[config.mk]
export PLATFORM = sky130hd
export DESIGN_NAME = instr_prefetch
export DESIGN_NICKNAME = d
export VERILOG_FILES = /design/src/rtl/instr_prefetch_pkg.sv /design/src/rtl/instr_prefetch_fifo.sv /design/src/rtl/instr_prefetch.sv
export SDC_FILE = /design/constraint.sdc
export NUM_CORES = 1
export LEC_CHECK = 0
export CAP_MARGIN = 20
export CORE_MARGIN = 3
export CORE_UTILIZATION = 57
export DETAILED_ROUTE_END_ITERATION = 16
export DONT_BUFFER_PORTS = 1
export MAX_ROUTING_LAYER = met4
export PLACE_DENSITY = 0.75
export SYNTH_ARGS = -nofsm -noshare
export SYNTH_HDL_FRONTEND = slang
export SYNTH_SLANG_ARGS = --single-unit
[constraint.sdc]
create_clock -name clk -period 3.1 [get_ports clk]
set_clock_uncertainty 0.1 [all_clocks]
set_input_delay 0.465 -clock clk [delete_from_list [all_inputs] [get_ports clk]]
set_output_delay 0.465 -clock clk [all_outputs]
set_load 0.05 [all_outputs]
[src/rtl/instr_prefetch_pkg.sv]
// Shared types for the instruction prefetch stage: address/instruction
// widths, the fetched {pc, raw} pair and the memory request record.
package instr_prefetch_pkg;

  localparam int ADDR_W  = 32;
  localparam int INSTR_W = 32;

  typedef logic [ADDR_W-1:0]  addr_t;
  typedef logic [INSTR_W-1:0] instr_t;

  typedef struct packed {
    addr_t  pc;
    instr_t raw;
  } fetched_t;

  typedef struct packed {
    addr_t       a;
    logic        we;
    logic [3:0]  be;
    logic [31:0] d;
  } mem_req_t;

  localparam int FETCHED_W = $bits(fetched_t);
  localparam int MEM_REQ_W = $bits(mem_req_t);

endpackage

[src/rtl/instr_prefetch_fifo.sv]
// Small synchronous FIFO with push, pop, synchronous clear, head, empty and
// occupancy count. A push into a full FIFO is accepted only alongside a pop.
module sync_fifo #(
  parameter int WIDTH = 32,
  parameter int DEPTH = 4,
  localparam int CNT_W = $clog2(DEPTH + 1),
  localparam int AW    = (DEPTH > 1) ? $clog2(DEPTH) : 1
) (
  input  logic             clk,
  input  logic             rst,
  input  logic             clr,
  input  logic             push,
  input  logic             pop,
  input  logic [WIDTH-1:0] din,
  output logic [WIDTH-1:0] head,
  output logic             empty,
  output logic [CNT_W-1:0] count
);

  logic [WIDTH-1:0] mem [DEPTH];
  logic [AW-1:0]    wr_ptr, rd_ptr;
  logic             do_push, do_pop;

  function automatic logic [AW-1:0] next_ptr(input logic [AW-1:0] p);
    return (p == AW'(DEPTH - 1)) ? '0 : p + AW'(1);
  endfunction

  assign empty   = (count == '0);
  assign do_pop  = pop && !empty;
  assign do_push = push && ((count != CNT_W'(DEPTH)) || do_pop);
  assign head    = mem[rd_ptr];

  // Pointer and occupancy bookkeeping; clear wins over push/pop.
  // NOTE: sequential state uses non-blocking assignments so every flop samples pre-edge values.
  always_ff @(posedge clk or posedge rst) begin
    if (rst) begin
      wr_ptr <= '0;
      rd_ptr <= '0;
      count  <= '0;
    end else if (clr) begin
      wr_ptr <= '0;
      rd_ptr <= '0;
      count  <= '0;
    end else begin
      if (do_push) wr_ptr <= next_ptr(wr_ptr);
      if (do_pop)  rd_ptr <= next_ptr(rd_ptr);
      count <= count + CNT_W'(do_push) - CNT_W'(do_pop);
    end
  end

  // Storage write.
  // NOTE: the data array is not reset; empty/count gate every read, so stale contents are never observed.
  always_ff @(posedge clk) begin
    if (do_push) mem[wr_ptr] <= din;
  end

endmodule

[src/rtl/instr_prefetch.sv]
// Pipelined instruction fetch stage: issues PCs to memory on credit, pairs
// in-order responses with their PCs and hands {pc, raw} downstream. A flush
// empties both FIFOs and marks in-flight responses for discard.
// Optional build macro: INSTR_PREFETCH_BYPASS_EN -- a response arriving into an
// empty data FIFO drives fetched in the same cycle.
module instr_prefetch
  import instr_prefetch_pkg::*;
#(
  parameter int DEPTH = 4,
  parameter int CNT_W = $clog2(DEPTH + 1)
) (
  input  logic                 clk,
  input  logic                 rst,
  input  logic                 pc_valid,
  output logic                 pc_ready,
  input  logic [ADDR_W-1:0]    pc_data,
  output logic                 fetched_valid,
  input  logic                 fetched_ready,
  output logic [FETCHED_W-1:0] fetched_data,
  input  logic                 flush,
  output logic                 mem_req_valid,
  input  logic                 mem_req_ready,
  output logic [MEM_REQ_W-1:0] mem_req_data,
  input  logic                 mem_resp_valid,
  output logic                 mem_resp_ready,
  input  logic [INSTR_W-1:0]   mem_resp_data
);

  logic [CNT_W-1:0] outstanding, discard, out_nxt, disc_nxt;
  logic [CNT_W-1:0] occ, pc_count, data_count;
  addr_t            pc_head;
  instr_t           data_head, raw_out;
  logic             pc_empty, data_empty;
  logic             resp_fire, drop_resp, drain, issue, has_credit, bypass;
  logic             data_push, data_pop;
  logic [1:0]       frees;

  assign mem_resp_ready = !rst;
  assign resp_fire      = mem_resp_valid && mem_resp_ready;
  assign drop_resp      = resp_fire && (flush || discard != '0);
  assign occ            = outstanding + data_count;

`ifdef INSTR_PREFETCH_BYPASS_EN
  assign bypass  = data_empty && (discard == '0) && resp_fire && !flush;
  assign raw_out = data_empty ? mem_resp_data : data_head;
`else
  assign bypass  = 1'b0;
  assign raw_out = data_head;
`endif

  assign fetched_valid = (!data_empty || bypass) && !flush && !rst;
  assign drain         = fetched_valid && fetched_ready;
  assign fetched_data  = fetched_t'{pc: pc_head, raw: raw_out};

  // A drain or a discarded response frees a slot in the same cycle.
  assign frees      = {1'b0, drain} + {1'b0, drop_resp};
  assign has_credit = {1'b0, occ} < ((CNT_W+1)'(DEPTH) + (CNT_W+1)'(frees));

  assign mem_req_valid = pc_valid && has_credit && !flush && !rst;
  assign pc_ready      = mem_req_ready && has_credit && !flush && !rst;
  assign issue         = mem_req_valid && mem_req_ready;
  assign mem_req_data  = mem_req_t'{a: pc_data, we: 1'b0, be: '0, d: '0};

  assign data_push = resp_fire && !drop_resp && !(bypass && drain);
  assign data_pop  = drain && !data_empty;

  sync_fifo #(.WIDTH(ADDR_W), .DEPTH(DEPTH)) u_pc_fifo (
    .clk  (clk),
    .rst  (rst),
    .clr  (flush),
    .push (issue),
    .pop  (drain),
    .din  (pc_data),
    .head (pc_head),
    .empty(pc_empty),
    .count(pc_count)
  );

  sync_fifo #(.WIDTH(INSTR_W), .DEPTH(DEPTH)) u_data_fifo (
    .clk  (clk),
    .rst  (rst),
    .clr  (flush),
    .push (data_push),
    .pop  (data_pop),
    .din  (mem_resp_data),
    .head (data_head),
    .empty(data_empty),
    .count(data_count)
  );

  // Next outstanding/discard counts; a flush re-arms discard from what is still in flight.
  // NOTE: every always_comb output gets a default first so no latch is inferred.
  always_comb begin
    out_nxt  = outstanding + CNT_W'(issue) - CNT_W'(resp_fire);
    disc_nxt = discard;
    if (flush)
      disc_nxt = outstanding - CNT_W'(resp_fire);
    else if (resp_fire && discard != '0)
      disc_nxt = discard - CNT_W'(1);
  end

  // Counter registers.
  always_ff @(posedge clk or posedge rst) begin
    if (rst) begin
      outstanding <= '0;
      discard     <= '0;
    end else begin
      outstanding <= out_nxt;
      discard     <= disc_nxt;
    end
  end

`ifndef SYNTHESIS
  a_resp_needs_outstanding: assert property (@(posedge clk) disable iff (rst)
    resp_fire |-> outstanding != '0);
  a_fetched_stable: assert property (@(posedge clk) disable iff (rst)
    fetched_valid && !fetched_ready |=> $stable(fetched_data));
  a_pc_tracks_work: assert property (@(posedge clk) disable iff (rst)
    pc_count == outstanding - discard + data_count);
  a_fetched_has_pc: assert property (@(posedge clk) disable iff (rst)
    fetched_valid |-> !pc_empty);
`endif

endmodule
Word level (Yosys, flattened, before mapping)
Memories as Yosys holds them, arrays and structs flattened. Cells that the tools add are included.

Bitwise logic cells: 0. Reduce and logical (&&, ||, !) cells: 35. $lt $le $gt $ge: 1. Muxes and demuxes: 20. Add/subtract/negate cells: 15. $mul: 0. Divide/modulo/power cells: 0. Equal/unequal tests: 6. Shift operators: 0.

Operators by type and width (count): 2-bit 2-to-1 mux (12); 1-bit logical AND (19); 3-bit 2-to-1 mux (4); 3-bit by 1-bit subtractor with 3-bit output (4); 2-bit nonzero test (5); 3-bit by 1-bit adder with 3-bit output (3); 2-bit by 1-bit adder with 2-bit output, second input constant (4); 2-bit == test, second input constant (4); 3-bit zero test (2); 3-bit != test, second input constant (2); 1-bit zero test (5); 3-bit by 2-bit adder with 4-bit output, first input constant (1); 3-bit by 4-bit less-than comparator with 1-bit output (1); 1-bit 2-to-1 mux (4); 3-bit adder (1); 1-bit logical OR (3); 3-bit nonzero test (1); 3-bit by 1-bit subtractor with 3-bit output, second input constant (1); 1-bit by 1-bit adder with 2-bit output (1).

Bits of input ports: 71. Register bits after elaboration: 20. Memories kept: 2. Memory bits (writable): 256. Latch bits: 0. Bits in read-only memories: 0. Output and inout port bits: 137.

Memory list: u_data_fifo.mem (depth 4, width 32, read ports 1, clocked after memory_dff 0, wr ports 1, RTL line instr_prefetch_fifo.sv:20) `logic [WIDTH-1:0] mem [DEPTH];`; u_pc_fifo.mem (depth 4, width 32, read ports 1, clocked after memory_dff 0, wr ports 1, RTL line instr_prefetch_fifo.sv:20).

Depth between registers and ports, before layout
Word-level depth: 16. Gate-level depth with buffers: 15. Gate-level depth less buffers: 15.

Hierarchy
From an unflattened synthesis, not the netlist that was laid out.

Cells, all modules: 558. Area, all modules: 11278.3 um2.

By module, submodules not included: sync_fifo at u_pc_fifo (area each 5088.6 um2, times used 1, cells an instance 214); sync_fifo at u_data_fifo (area each 5082.4 um2, times used 1, cells an instance 214); instr_prefetch (area each 1107.3 um2, times used 1, cells an instance 130).

Worst setup path after synthesis
OpenSTA, ideal clock, no wires.

Path kind: reg2out. Start: register discard[0]. End: output mem_req_valid. Stages on the path, launching flop included: 11. Data required time: 2.535 ns. Path slack: -0.506 ns. Arrival time: 3.041 ns. Cell sequence: dfrtp_1 inv_1 ha_1 or3b_2 and2_1 ha_1 inv_1 ha_1 a21oi_1 o21ai_0 nor3_1.

Longest elaborated chain between the ends: 9.

RTL lines: start: declaration (RTL line instr_prefetch.sv:29) `logic [CNT_W-1:0] outstanding, discard, out_nxt, disc_nxt;`; start signal: assignment (RTL line instr_prefetch.sv:109) `discard <= disc_nxt;`; 3-bit nonzero test (RTL line instr_prefetch.sv:40) `assign drop_resp = resp_fire && (flush || discard != '0);`; 1-bit logical OR (RTL line instr_prefetch.sv:40); 1-bit logical AND (RTL line instr_prefetch.sv:40); 1-bit by 1-bit adder with 2-bit output (RTL line instr_prefetch.sv:56) `assign frees = {1'b0, drain} + {1'b0, drop_resp};`; 3-bit by 2-bit adder with 4-bit output (RTL line instr_prefetch.sv:57) `assign has_credit = {1'b0, occ} < ((CNT_W+1)'(DEPTH) + (CNT_W+1)'(frees));`; 3-bit by 4-bit less-than comparator with 1-bit output (RTL line instr_prefetch.sv:57); 1-bit logical AND (3 in series) (RTL line instr_prefetch.sv:59) `assign mem_req_valid = pc_valid && has_credit && !flush && !rst;`; end: declaration (RTL line instr_prefetch.sv:21) `output logic mem_req_valid,`.

No other way between the ends.

Final worst setup path
Same ends and word-level chain as after synthesis.

==> flow_summary.toml <==
[timing]
rsz0062_at_grt = "yes"
finalHoldViolations = 0
worst_pin_slew_ns = 0.645
slew_viol_final = 0
fin_setup_tns_ns = -0.206
finalCriticalPeriod_ns = 3.25
worst_slack_ns = -0.149
setup_violations = 2
period_share_pct = 105
slew_headroom_pct = 56.9
max_freq_ghz = 0.308

[worst_setup_path]
reg2reg_slack_ns = 0.02
critPathCaptureType = "output port"
r2r-end = "outstanding[2]"
worstPathMaxFanout = 2
reg2reg_from = "discard[0]"
start_kind = "flip-flop"
worstPathRequired_ns = 2.53
reg2reg_depth = 15
worstPathArrival_ns = 2.68
worst-setup-path-type = "flip-flop to output port"

[hold_path]
holdPathEnd = "discard[2]"
hold_class = "input pin to flip-flop"
whs_path_depth = 2
holdCritStartpoint = "flush"

[logic_synthesis]
netlist_area_um2 = 11200
yosys-top-cells-count = "edfxtp_1, buf_4, mux4_2"
ys.warnings.count = 0
synth-seq-cells = 276
synth-async-reset-ratio_pct = 7.25
ys_top_cells_by_area = "edfxtp_1, mux4_2, buf_4"
syn_area_per_cell_um2 = 20.4
synth.largest_area_cell = "edfxtp_1"
yosys.area.top_type_share_pct = 68.7
seq_area_frac_synth_pct = 73.2
synth-edff-count = 256
synth_most_common_cell = "edfxtp_1"
ys_types = 34
synthCells = 550
ys.flop_type = "edfxtp_1"

[global_route]
antenna_found_initial = 0
grt_overflow = 0
grt_pass1_vias = 5434
gr-usage-all-layers_pct = 19.2
grt_pass1_wl_mm = 31.1
grt_max_degree = 35

[power]
pwr-share-clk_pct = 38.3
p_sw_share_pct = 22.8
p_sw_w = 0.00191
ir_worst_vdd_mv = 0.511
seqPwrFrac_pct = 50.6
p_int_w = 0.00644
cellPowerDensity_nw_per_um2 = 636
power_leakage_nw = 4.36
power_frac_comb_pct = 11.1

[cells_and_area]
final_cells = 909
multi_input_area_um2 = 2560
nets = 724
n_fill_cell = 1162
area_growth_syn_to_layout_pct = 17.2
regArea_um2 = 8190
drive_gt1_share_pct = 25.9
diodes = 0

[clocking]
cts_tree = "built"
clk_latency_ns = 0.51
cts-buffers-inserted = 28
cts.clk_slew.worst_paths_ns = 0.06
htree_levels = 1
cts_root_buf = "clkbuf_16"
clock-sinks = 276
cts.path.max_buffers = 3

[die]
die_area_um2 = 21400
io_pins = 208
die_w_um = 146
core_area_um2 = 19000
rows = 50
initial_core_util_pct = 58.9
die_h_um = 146

[outcome]
status = "finished with violations"
violations = "setup timing"

[routing]
dr.pass1.iters = 4
wire_per_inst_um = 21.7
drc = 0
ant_nets = 0
drtIter0Drc = 323
avgViaCountPerCell = 5.58
vias = 5073
routed_wirelength_mm = 19.7

[place]
port_buffers = 0
gp_congestion = 0.756
dp.cells = 788
hpwl_mm = 12.0
dpl_worst_slack_ns = -0.0645

[job]
drv_cap = 0
final cells by class:
class	instances	area share [%]
flip-flops and latches	276	62.4
multi-input cells	201	19.5
repair buffers	99	8.14
clock buffers	37	5.84
well taps	260	2.48
clock inverters	15	1.01
inverters	21	0.620
stage by stage:
stage                     hold slack [ns]  util [%]  cell area, um^2  power (W)
after floorplan                     0.438         -            11400    0.00502
after global placement              0.433      60.4            11500    0.00500
after detailed placement            0.438      60.4            11500    0.00504
after CTS                         0.00324      68.8            13100    0.00841
after global routing               0.0217      69.0            13100    0.00866
final                              0.0376      69.0            13100    0.00835
power groups by stage:
| stage | sequential (W) | combinational [W] | clock, W |
|---|---|---|---|
| after global routing | 0.00423 | 0.000991 | 0.00344 |
| after global placement | 0.00429 | 0.000708 | 0 |
| after floorplan | 0.00428 | 0.000731 | 0 |
| after detailed placement | 0.00430 | 0.000737 | 0 |
| final | 0.00422 | 0.000926 | 0.00320 |
| after CTS | 0.00422 | 0.000911 | 0.00328 |
worst max-delay path by stage:
stage | start | end
floorplan | discard[0] | outstanding[2]
global placement | discard[0] | outstanding[2]
CTS | discard[0] | mem_req_valid
global route | discard[0] | mem_req_valid
detailed placement | discard[0] | outstanding[2]
finish | discard[0] | mem_req_valid
worst max-delay path, cell delays in order, from the launching register on:
cell and delay, ns:
dfrtp_1 0.39, inv_2 0.08, ha_4 0.12, or3b_4 0.37
and2_4 0.15, ha_4 0.15, inv_4 0.05, ha_4 0.20
a21oi_4 0.15, o21ai_2 0.08, buf_4 0.15, nor3_4 0.11
buf_6 0.18
layer usage:
layer	global-route usage, %	share of wire [%]	vias up	routed length, um
met4	4.75	2.0	0	398
met1	24.2	39	2638	7690
li1	-	-	2202	-
met3	4.93	7.0	37	1370
met5	-	0	-	0
met2	31.7	52	196	10200
cells in the final DEF, fill, tap and decap left out, types with 5 or more instances in the layout:
cell type,n
mux4_2,64
clkbuf_1,7
xnor2_1,8
buf_12,12
dlygate4sd3_1,65
inv_1,18
buf_4,19
mux2i_1,6
ha_1,17
dfrtp_1,18
edfxtp_1,256
clkbuf_16,29
clkinv_1,5
nor2_1,17
conb_1,37
cells by family after synthesis:
kind of cell | after synthesis | share of synthesized area, %
other cells | 1 | 0.0335
simple gates | 44 | 2.16
xor+xnor | 12 | 0.939
flops | 276 | 73.1
buf+inv | 109 | 6.10
compound gates | 9 | 0.727
mux | 73 | 13.7
fa+ha+maj | 26 | 3.17
state kept, by name (all words and copies together), names as in the netlist:
name                flops
u_data_fifo.rd_ptr      2
u_data_fifo.wr_ptr      2
u_data_fifo.mem       128
u_data_fifo.count       3
discard                 3
outstanding             3
u_pc_fifo.wr_ptr        2
u_pc_fifo.rd_ptr        2
u_pc_fifo.mem         128
u_pc_fifo.count         3
what timing repair did:
action                     CTS  global route
hold buffers                65             0
setup endpoints to repair    5             5
buffers inserted             2             2
pin swaps                    2             3
hold endpoints to repair   271             0
resized for setup            9             4
Power figures use the tool's default switching activity.
==> RTL edit 1: new RTL, same settings <==
`DEPTH` is set to 4 in 2 places; all go to 2.
--- a/src/rtl/instr_prefetch_fifo.sv
+++ b/src/rtl/instr_prefetch_fifo.sv
@@ -2,7 +2,7 @@
 // occupancy count. A push into a full FIFO is accepted only alongside a pop.
 module sync_fifo #(
   parameter int WIDTH = 32,
-  parameter int DEPTH = 4,
+  parameter int DEPTH = 2,
   localparam int CNT_W = $clog2(DEPTH + 1),
   localparam int AW    = (DEPTH > 1) ? $clog2(DEPTH) : 1
 ) (
--- a/src/rtl/instr_prefetch.sv
+++ b/src/rtl/instr_prefetch.sv
@@ -6,7 +6,7 @@
 module instr_prefetch
   import instr_prefetch_pkg::*;
 #(
-  parameter int DEPTH = 4,
+  parameter int DEPTH = 2,
   parameter int CNT_W = $clog2(DEPTH + 1)
 ) (
   input  logic                 clk,
Function: changed (a bounded check fails within 4 cycles, from zero or initial values and one cycle with rst high).
==> RTL edit 1 against the original RTL <==
  * Design area decreased by 46%
  * Worst setup slack improved by 280 ps
  * Cell count down 39%
  * Sequential cell count is 136 lower
  * Synthesized cell count decreased by 35%
  * Wire length fell by 45%
  * Largest cell class unchanged
  * Utilization up 2.3 points
  * Largest power group unchanged
  * Synthesized area fell by 47%
  * Highest routed layer unchanged
  * Die area decreased by 45%
  * Via count fell by 44%
  * Power is 43% lower
  * Hold slack improved by 6.0 ps
==> RTL edit 1: results (changes against the original RTL) <==
[outcome]
status = finished clean

[power]
p_clk_share_pct = 41.9  ; +3.6 points
p_comb_w = 0.000574  ; -38%
p_leak_nw = 2.60  ; -40%

[synthesis]
synth.distinct_cells = 32  ; -5.9%
synthTopCellsByCount = edfxtp_1, buf_4, mux2_2, inv_1, dfrtp_1
synth-edff-count = 128  ; -50%
async_flop_share_pct = 8.57  ; +1.3 points
ys_ff_latch = 140  ; -49%
syn_avg_cell_area_um2 = 16.7  ; -18%

[sta]
whs_ps = 43.7  ; +6.02 ps
worst_slew_pin_slew_ps = 909  ; +264 ps
fin_crit_sh_pct = 95.8  ; -9.0 points
setup_viol = 0  ; -2

[layout]
fillCellCount = 588  ; -49%
final-seq-area_mm2 = 0.00414  ; -49%
multi_input_area_share_pct = 19.4  ; -0.13 points
n_clock_buffer = 18  ; -51%
inverters_excl_clock = 14  ; -33%
reg_top3 = u_data_fifo.mem: 64 flops, u_pc_fifo.mem: 64 flops
signal_buffers = 78  ; -21%
clock_area_share_pct = 8.27  ; +1.4 points
syn_to_final_growth_pct = 19.0

[route]
wirelength_um = 10900  ; -45%
avgViaCountPerCell = 5.13  ; -8.0%
vias = 2864  ; -44%

[floorplanning]
die_x_um = 108  ; -26%

[place]
place_ws_ps = 65.1  ; +130 ps
dp.cells = 458  ; -42%
globalplace.congestion = 0.792  ; +4.7%

[worst_setup_path]
worstReg2RegEnd = outstanding[1]
r2r_start = u_data_fifo.count[1]
reg2reg_depth = 12  ; -3
cp_max_fo = 4  ; +2
worstPathArrival_ps = 2400  ; -280 ps

[grt]
grt_max_degree = 34  ; -2.9%

[clock_network]
cts.path.max_buffers = 2  ; -1

[min_path]
hold-path-endpoint = u_pc_fifo.wr_ptr

## RTL edit 1: kinds of logic (layout without fill, tap and decap cells)
| family | count (synthesis) | in the layout | share of synthesized area [%] |
|---|---|---|---|
| DFF | 140 | 140 | 69.4 |
| buffers and inverters | 92 | 124 | 10.1 |
| and+or+nand+nor | 29 | 29 | 2.68 |
| adders and majority gates | 10 | 10 | 2.10 |
| AOI/OAI and AO/OA | 8 | 8 | 1.32 |
| muxes | 66 | 66 | 12.4 |
| xor gates and xnor gates | 11 | 11 | 1.85 |
| other | 1 | 37 | 0.0628 |
## RTL edit 1: what timing repair did
action,4_1_cts,5_1_grt
endpoints found under the hold margin,149,0
resized for setup,0,2
setup endpoints to repair,0,1
hold buffers,66,0
buffers inserted,0,2
## RTL edit 1: worst max-delay path: cells and delay by family, from the launching register on
kind                       cells  cell delay (ps)
adders and majority gates      1              230
DFF                            1              400
AOI/OAI and AO/OA              1              260
and+or+nand+nor                4              700
buffers and inverters          2              300
==> RTL edit 2: new RTL, config.mk and constraints unchanged <==
Made on the original files. Make the reset (`rst`) synchronous in 2 clocked blocks.
--- a/src/rtl/instr_prefetch_fifo.sv
+++ b/src/rtl/instr_prefetch_fifo.sv
@@ -32,7 +32,7 @@
 
   // Pointer and occupancy bookkeeping; clear wins over push/pop.
   // NOTE: sequential state uses non-blocking assignments so every flop samples pre-edge values.
-  always_ff @(posedge clk or posedge rst) begin
+  always_ff @(posedge clk) begin
     if (rst) begin
       wr_ptr <= '0;
       rd_ptr <= '0;
--- a/src/rtl/instr_prefetch.sv
+++ b/src/rtl/instr_prefetch.sv
@@ -100,7 +100,7 @@
   end
 
   // Counter registers.
-  always_ff @(posedge clk or posedge rst) begin
+  always_ff @(posedge clk) begin
     if (rst) begin
       outstanding <= '0;
       discard     <= '0;
Function: differs if rst is asserted again (counterexample within 4 cycles, from zero or initial values and one cycle with rst high); with rst held inactive, the same outputs for 4 cycles.
==> RTL edit 2 against the original RTL <==
  * The flow still finishes with violations (negative setup slack)
  * Count of clock-buffer cells in the layout increased by 1
  * Highest routed layer unchanged
  * Worst setup slack improved by 30 ps
  * Design area increased by 3.4%
  * Die area increased by 0.18%
  * Sequential share of layout area decreased by 2.2 points
  * Largest power group unchanged
  * Critical endpoint is now outstanding[2]
  * Synthesized cell count increased by 2.7%
  * Critical path type is now reg -> reg
  * Combinational power decreased by 39%
  * Hold slack improved by 120 ps
  * Synthesized area increased by 0.19%
  * Non-clock buffer count increased by 24
  * Power decreased by 2.5%
  * Utilization increased by 2.3 points
  * Wire length increased by 7.8%
  * Sequential cell count increased by 4
==> RTL edit 2: results (changes against the original RTL) <==
[sta]
layout_setup_ws_ps = -119  ; +30.2 ps
setup_viol = 4  ; +2
whs_ps = 159  ; +121 ps

[grt]
grt_pass1_vias = 5579  ; +2.7%
grt_max_degree = 33  ; -5.7%
antenna_found_initial = 1  ; +1
grt_pass1_wl_um = 31500  ; +1.3%
gr-usage-all-layers_pct = 19.3  ; +0.11 points

[synthesis]
async_flop_share_pct = 0  ; -7.2 points
synth.distinct_cells = 35  ; +2.9%
synthTopCellsByArea = edfxtp_1, mux4_2, buf_4, dfxtp_1, ha_1
seq_area_frac_synth_pct = 72.8  ; -0.32 points

[min_path]
hold_path.class = in -> reg
min-delay-start = pc_valid

[worst_setup_path]
r2r_start = discard[1]
worstPathArrival_ps = 3540  ; +860 ps
crit_path_end = outstanding[2]
reg2reg_depth = 18  ; +3

[layout]
layout-drive-gt1-share_pct = 29.1  ; +3.2 points
fin_nets = 765  ; +5.7%

[outcome]
status = finished, violations left
violations = negative setup slack

[route]
drtIter0Drc = 241  ; -25%
vias = 5202  ; +2.5%
routedWlPerCell_um = 22.4  ; +3.4%

[place]
globalplace.congestion = 0.772  ; +2.1%
place_ws_ps = -367  ; -302 ps
hpwl_um = 12600  ; +5.6%
dpl_cell_area_mm2 = 0.0115  ; +0.20%

[clock_network]
cts.path.max_buffers = 3  ; unchanged

[power]
p_leak_nw = 4.56  ; +4.5%
peakVddDrop_v = 0.000519  ; +1.6%

[RTL edit 2: cell families after synthesis]
kind of cell             share of synthesized area (%)
AO/OA/AOI/OAI                                     1.05
flip-flops                                        72.8
other                                           0.0334
AND/OR/NAND/NOR                                   2.47
XOR/XNOR                                         0.703
buffers and inverters                             6.16
multiplexers                                      13.5
adder cells (fa/ha/maj)                           3.28
[RTL edit 2: worst min-delay path by stage]
stage	to	depth (start not counted)
6_report	u_pc_fifo.wr_ptr[1]	3
5_1_grt	u_pc_fifo.wr_ptr[1]	3
4_1_cts	u_pc_fifo.wr_ptr[1]	3
3_5_place_dp	u_data_fifo.rd_ptr[1]	2
3_3_place_gp	u_data_fifo.rd_ptr[1]	2
2_1_floorplan	flip-flop	2
[RTL edit 2: layout make-up]
type | instances | area, um2
sequential | 280 | 8170
fill | 1159 | 5460
multi-input combinational | 212 | 2630
timing repair buffer | 123 | 1390
clock buffer | 38 | 821
tap | 260 | 325
clock inverter | 12 | 138
inverter | 22 | 87.6
antenna | 1 | 2.50
[RTL edit 2: what timing repair did]
item | 4_1_cts | 5_1_grt
gates cloned | 0 | 12
pin swaps | 10 | 13
hold buffers | 68 | 0
endpoints found under the hold margin | 262 | 0
setup buffers | 2 | 2
resized for setup | 25 | 8
endpoints found under the setup margin | 5 | 122
[RTL edit 2: metrics by stage]
step | TNS, ps | cells | total power, W
2_1_floorplan | -437 | 601 | 0.00474
3_3_place_gp | -314 | 813 | 0.00465
3_5_place_dp | -730 | 813 | 0.00467
4_1_cts | -246 | 933 | 0.00818
5_1_grt | -7820 | 948 | 0.00841
6_report | -253 | 948 | 0.00814
[RTL edit 2: power breakdown]
part,switching [W],leakage (nW),total [W],internal [W]
clock network,0.00129,0.479,0.00338,0.00210
registers,0.0000260,2.50,0.00419,0.00416
logic,0.000360,1.58,0.000564,0.000204
total,0.00167,4.56,0.00814,0.00646
[RTL edit 2: worst max-delay path: stages (launching register included)]
cell	delay (ps)
dfxtp_2	330
inv_2	70
ha_4	130
or3b_4	370
and2_4	180
ha_4	160
inv_4	50
ha_4	190
a21oi_4	170
o21ai_2	80
nand2b_4	160
ha_4	220
inv_4	50
ha_4	120
inv_2	30
fa_2	340
xor2_2	160
xnor2_1	170
nor2_1	50
[RTL edit 2: per-layer routing]
| layer | global-route usage [%] | wire length [um] | vias to the layer above |
|---|---|---|---|
| met5 | - | 0 | - |
| li1 | - | - | 2310 |
| met1 | 23.9 | 7950 | 2644 |
| met4 | 5.41 | 515 | 0 |
| met2 | 32.2 | 11400 | 203 |
| met3 | 4.62 | 1370 | 45 |
